`config.mk`:
```
export PLATFORM = sky130hd
export DESIGN_NAME = vend_sequencer
export DESIGN_NICKNAME = d
export VERILOG_FILES = /design/src/rtl/vend_pkg.sv /design/src/rtl/change_dispenser.sv /design/src/rtl/vend_sequencer.sv
export SDC_FILE = /design/constraint.sdc
export NUM_CORES = 1
export LEC_CHECK = 0
export ABC_CLOCK_PERIOD_IN_PS = 4400
export CORE_ASPECT_RATIO = 0.9
export CORE_UTILIZATION = 27
export CTS_CLUSTER_DIAMETER = 120
export DETAILED_ROUTE_END_ITERATION = 8
export GPL_TIMING_DRIVEN = 0
export PLACE_DENSITY_LB_ADDON = 0.1
export SYNTH_ARGS = -nofsm -noshare
export SYNTH_HDL_FRONTEND = slang
export SYNTH_SLANG_ARGS = --single-unit
```
`constraint.sdc`:
```
create_clock -name clk -period 4.4 [get_ports clk]
set_input_delay 0.88 -clock clk [delete_from_list [all_inputs] [get_ports clk]]
set_output_delay 0.88 -clock clk [all_outputs]
set_load 0.1 [all_outputs]
```
`src/rtl/vend_pkg.sv`:
```
// Shared types and coin constants for the vending machine control path.
package vend_pkg;

  typedef enum logic [1:0] {
    IDLE    = 2'd0,
    COLLECT = 2'd1,
    VEND    = 2'd2,
    CHANGE  = 2'd3
  } state_t;

  typedef enum logic [1:0] {
    COIN_SLUG    = 2'b00,
    COIN_NICKEL  = 2'b01,
    COIN_DIME    = 2'b10,
    COIN_QUARTER = 2'b11
  } coin_code_t;

  localparam logic [5:0] NICKEL  = 6'd5;
  localparam logic [5:0] DIME    = 6'd10;
  localparam logic [5:0] QUARTER = 6'd25;

  // A slug is worth nothing; the caller rejects it before crediting.
  function automatic logic [5:0] coin_value(input coin_code_t code);
    case (code)
      COIN_NICKEL:  coin_value = NICKEL;
      COIN_DIME:    coin_value = DIME;
      COIN_QUARTER: coin_value = QUARTER;
      default:      coin_value = '0;
    endcase
  endfunction

endpackage

```
`src/rtl/change_dispenser.sv`:
```
// Pays out a loaded amount as nickel pulses separated by one idle cycle.
module change_dispenser
  import vend_pkg::*;
#(
  parameter int W = 6
) (
  input  logic         clk,
  input  logic         reset,
  input  logic         load_i,
  input  logic [W-1:0] amount_i,
  output logic         nickel_o,
  output logic         done_o
);

  logic [W-1:0] remaining_q, remaining_d;
  logic         pulse_q, pulse_d;

  // Each pulse retires one nickel; the following low cycle decides whether another is due.
  always_comb begin
    remaining_d = remaining_q;
    pulse_d     = 1'b0;
    if (load_i) begin
      remaining_d = amount_i;
      pulse_d     = (amount_i != '0);
    end else if (pulse_q) begin
      remaining_d = remaining_q - W'(NICKEL);
    end else if (remaining_q != '0) begin
      pulse_d = 1'b1;
    end
  end

  always_ff @(posedge clk or posedge reset) begin
    if (reset) begin
      remaining_q <= '0;
      pulse_q     <= 1'b0;
    end else begin
      remaining_q <= remaining_d;
      pulse_q     <= pulse_d;
    end
  end

  assign nickel_o = pulse_q;
  assign done_o   = !pulse_q && (remaining_q == '0);

endmodule

```
`src/rtl/vend_sequencer.sv`:
```
// Vending control FSM: credits coins, issues the vend pulse and drives change payout.
module vend_sequencer
  import vend_pkg::*;
#(
  parameter int PRICE    = 20,
  parameter int CREDIT_W = 6
) (
  input  logic                clk,
  input  logic                reset,
  input  logic                coin_valid,
  input  logic [1:0]          coin_code,
  input  logic                cancel,
  output logic                coin_accept,
  output logic                coin_reject,
  output logic                vend,
  output logic                change_nickel,
  output logic [CREDIT_W-1:0] credit,
  output logic                busy
);

  if ((PRICE % 5) != 0 || PRICE < 5 || PRICE > 40 || (PRICE + 20) >= (1 << CREDIT_W))
  begin : g_price_check
    $error("vend_sequencer: PRICE must be a multiple of 5 in 5..40 and fit CREDIT_W");
  end

  state_t              state_q, state_d;
  logic [CREDIT_W-1:0] credit_q, credit_d;
  logic                accept_q, accept_d;
  logic                reject_q, reject_d;
  logic                vend_q;
  logic                busy_q;
  logic                load;
  logic [CREDIT_W-1:0] loadAmount;
  logic                changeDone;
  coin_code_t          code;

  assign code = coin_code_t'(coin_code);

  // Outputs are registered from the next state so each pulse lines up with its state cycle.
  always_comb begin
    state_d    = state_q;
    credit_d   = credit_q;
    accept_d   = 1'b0;
    reject_d   = 1'b0;
    load       = 1'b0;
    loadAmount = '0;
    case (state_q)
      IDLE, COLLECT: begin
        if (cancel && state_q == COLLECT) begin
          state_d    = CHANGE;
          load       = 1'b1;
          loadAmount = credit_q;
          reject_d   = coin_valid;
        end else if (coin_valid) begin
          if (code == COIN_SLUG) begin
            reject_d = 1'b1;
          end else begin
            accept_d = 1'b1;
            credit_d = credit_q + CREDIT_W'(coin_value(code));
            state_d  = (credit_d >= CREDIT_W'(PRICE)) ? VEND : COLLECT;
          end
        end
      end
      VEND: begin
        reject_d = coin_valid;
        credit_d = credit_q - CREDIT_W'(PRICE);
        if (credit_d != '0) begin
          state_d    = CHANGE;
          load       = 1'b1;
          loadAmount = credit_d;
        end else begin
          state_d = IDLE;
        end
      end
      CHANGE: begin
        reject_d = coin_valid;
        if (change_nickel) begin
          credit_d = credit_q - CREDIT_W'(NICKEL);
        end
        if (changeDone) begin
          state_d = IDLE;
        end
      end
      default: state_d = IDLE;
    endcase
  end

  always_ff @(posedge clk or posedge reset) begin
    if (reset) begin
      state_q  <= IDLE;
      credit_q <= '0;
      accept_q <= 1'b0;
      reject_q <= 1'b0;
      vend_q   <= 1'b0;
      busy_q   <= 1'b0;
    end else begin
      state_q  <= state_d;
      credit_q <= credit_d;
      accept_q <= accept_d;
      reject_q <= reject_d;
      vend_q   <= (state_d == VEND);
      busy_q   <= (state_d == VEND) || (state_d == CHANGE);
    end
  end

  change_dispenser #(.W(CREDIT_W)) u_change_dispenser (
    .clk      (clk),
    .reset    (reset),
    .load_i   (load),
    .amount_i (loadAmount),
    .nickel_o (change_nickel),
    .done_o   (changeDone)
  );

  assign coin_accept = accept_q;
  assign coin_reject = reject_q;
  assign vend        = vend_q;
  assign credit      = credit_q;
  assign busy        = busy_q;

endmodule

```
==> flow_metrics.py <==
metrics = {
    "floorplan": {
        "die_y_um": 73.9,
        "initial_utilization_pct": 28.8,
        "dieArea_sq_mm": 0.00604,
        "core-area_sq_mm": 0.00538,
        "floorplan.rows": 25,
        "fp.dieW_um": 81.8,
        "io_pins": 17,
    },
    "route": {
        "postRouteAntennaNets": 0,
        "vias": 1444,
        "wire_per_inst_um": 15.0,
        "drt_iter0_drc": 94,
        "drcViolationCount": 0,
        "drt-total-wl_um": 4060,
        "routed_via_density": 5.33,
        "dr.pass1.iters": 4,
    },
    "timing": {
        "fin_crit_sh_pct": 73.6,
        "hold_viol": 0,
        "setup_tns_ns": 0,
        "slew_violations": 0,
        "max_freq_mhz": 309,
        "tightest_slew_ns": 0.983,
        "rsz0062_at_grt": "false",
        "skew_ns": 0.00388,
        "min_period_ns": 3.24,
        "relSlewSlack_pct": 34.2,
        "setup_violations": 0,
    },
    "placement": {
        "dpl.cell_count": 267,
        "io_buffers": 16,
        "gp_congestion": 0.813,
        "post-dp-hpwl_um": 3060,
    },
    "global_routing": {
        "grt_start_max_net_pins": 20,
        "grt_pass1_wl_um": 6820,
        "overflow": 0,
        "track_usage_pct": 15.1,
        "antenna_found_initial": 0,
        "grt_pass1_vias": 1355,
    },
    "yosys": {
        "yosys.area.top_type_share_pct": 30.7,
        "syn_area_per_cell_sq_um": 8.42,
        "ys_seq_area_share_pct": 30.7,
        "syn_inst": 184,
        "synthTopCellsByArea": "dfrtp_1 (31%), ha_1 (8.1%), o21ai_0 (6.1%)",
        "synth_warnings": 0,
        "synthArstFlopShare_pct": 100,
        "synth_flop_cell": "dfrtp_1",
        "ys_top_cells_by_count": "dfrtp_1 (19), o21ai_0 (19), nor2_1 (15), inv_1 (12), a21oi_1 (11)",
        "yosysTopAreaCell": "dfrtp_1",
        "ys_ff_latch": 19,
        "synth_edf_count": 0,
        "syn_nets": 201,
        "yosys.cell_types.count": 51,
        "synth_area_sq_mm": 0.00155,
    },
    "finish": {
        "fin_nets": 222,
        "drive_gt1_share_pct": 6.37,
        "diodes": 0,
        "stdcell_count": 271,
        "syn_to_final_growth_pct": 18.7,
        "utilization_pct": 34.2,
    },
    "setup_path": {
        "startpoint": "coin_code[0]",
        "worstPathRequired_ns": 4.57,
        "crit_type": "primary input to register",
        "r2r_setup_slack_ns": 1.92,
        "endpoint_kind": "register",
        "critPathMaxFanout": 7,
        "crit_arrival_ns": 3.41,
        "crit_path_end": "state_q[1]",
        "worstReg2RegStart": "credit[2]",
        "setup.worst_path.start_class": "primary input",
        "r2r_cells": 9,
        "rr_endpoint": "state_q[0]",
    },
    "clocking": {
        "numCtsBuffers": 3,
        "cts.clk_slew.worst_paths_ns": 0.08,
        "clk-insertion-delay-late_ns": 0.27,
        "clock_sinks": 19,
        "post_cts_resized": 0,
        "hold_buffers": 0,
        "cts_tree": "built",
        "cts_setup_buffers": 0,
        "cts_root_buf": "clkbuf_8",
        "clockBufferDepth": 2,
        "cts_max_level": 1,
    },
    "outcome": {
        "status": "finished, final reports clean",
    },
    "flow_run": {
        "drv.max_cap_violation_count": 0,
    },
    "worst_hold_path": {
        "hold_class": "register to register",
    },
}
## routing by layer
layer / wire, um / track usage [%]
met1: 2020 / 21.8
met5: 0 / 0
met4: 38 / 3.70
met3: 277 / 4.10
met2: 1730 / 21.9
## registers in the layout, indices dropped and copies added, names as in the netlist
register,count
state_q,2
busy,1
coin_reject,1
vend,1
credit,6
u_change_dispenser.remaining_q,6
coin_accept,1
u_change_dispenser.nickel_o,1
## placed cells by master (no fill, tap or decap), types with 4 or more instances in the layout
cell             count
clkdlybuf4s50_1     16
a21oi_1             11
nor2b_1              5
nand2_1              8
clkbuf_1             8
o21ai_0             19
nand2b_1             4
xnor2_1              4
inv_1               12
nor2_1              15
and3_1               4
nand3_1              6
xor2_1               4
o22ai_1              4
dfrtp_1             19
ha_1                10
## worst max-delay path: stages
cell             delay (ns)
clkdlybuf4s50_1        0.54
clkbuf_1               0.15
ha_1                   0.21
fa_1                   0.45
xnor2_1                0.18
and3_1                 0.19
a211o_1                0.29
o211a_1                0.29
o31ai_1                0.22
## cell families (layout without fill, tap and decap cells)
| logic type | count (synthesis) | in the layout | synth area share (%) |
|---|---|---|---|
| AOI/OAI and AO/OA | 67 | 67 | 28.8 |
| and+or+nand+nor | 53 | 53 | 18.1 |
| buffers and inverters | 23 | 43 | 6.46 |
| DFF | 19 | 19 | 30.7 |
| adders and majority gates | 11 | 11 | 9.37 |
| xor gates and xnor gates | 8 | 8 | 4.52 |
| muxes | 3 | 3 | 2.10 |
## metrics by stage
stage | cell area (sq um) | hold slack (ns) | setup WS (ns)
floorplan | 1550 | 0.542 | 1.51
global placement | 1790 | 0.573 | 0.908
detailed placement | 1790 | 0.594 | 0.867
CTS | 1840 | 0.612 | 1.14
global route | 1840 | 0.676 | 1.01
finish | 1840 | 0.605 | 1.16
## worst min path at each step
| stage | startpoint | to | slack [ns] | depth (start not counted) |
|---|---|---|---|---|
| CTS | u_change_dispenser.remaining_q[4] | u_change_dispenser.remaining_q[4] | 0.61 | 2 |
| floorplan | u_change_dispenser.remaining_q[5] | u_change_dispenser.remaining_q[5] | 0.54 | 2 |
| detailed placement | u_change_dispenser.remaining_q[4] | u_change_dispenser.remaining_q[4] | 0.59 | 2 |
| global route | credit[3] | credit[3] | 0.68 | 1 |
| finish | u_change_dispenser.remaining_q[0] | u_change_dispenser.remaining_q[0] | 0.60 | 2 |
| global placement | u_change_dispenser.remaining_q[5] | u_change_dispenser.remaining_q[5] | 0.57 | 2 |
## final cells by class
class	count	area (sq um)
buffer	11	55.1
clock buffer	4	45.0
fill	568	3540
inverter	12	45.0
multi-input combinational	142	973
sequential	19	475
tap	67	83.8
timing repair buffer	16	160
Power is left out: the tool's default activity adds up to more than one toggle a clock period on the data nets, which glitch-free logic cannot reach.
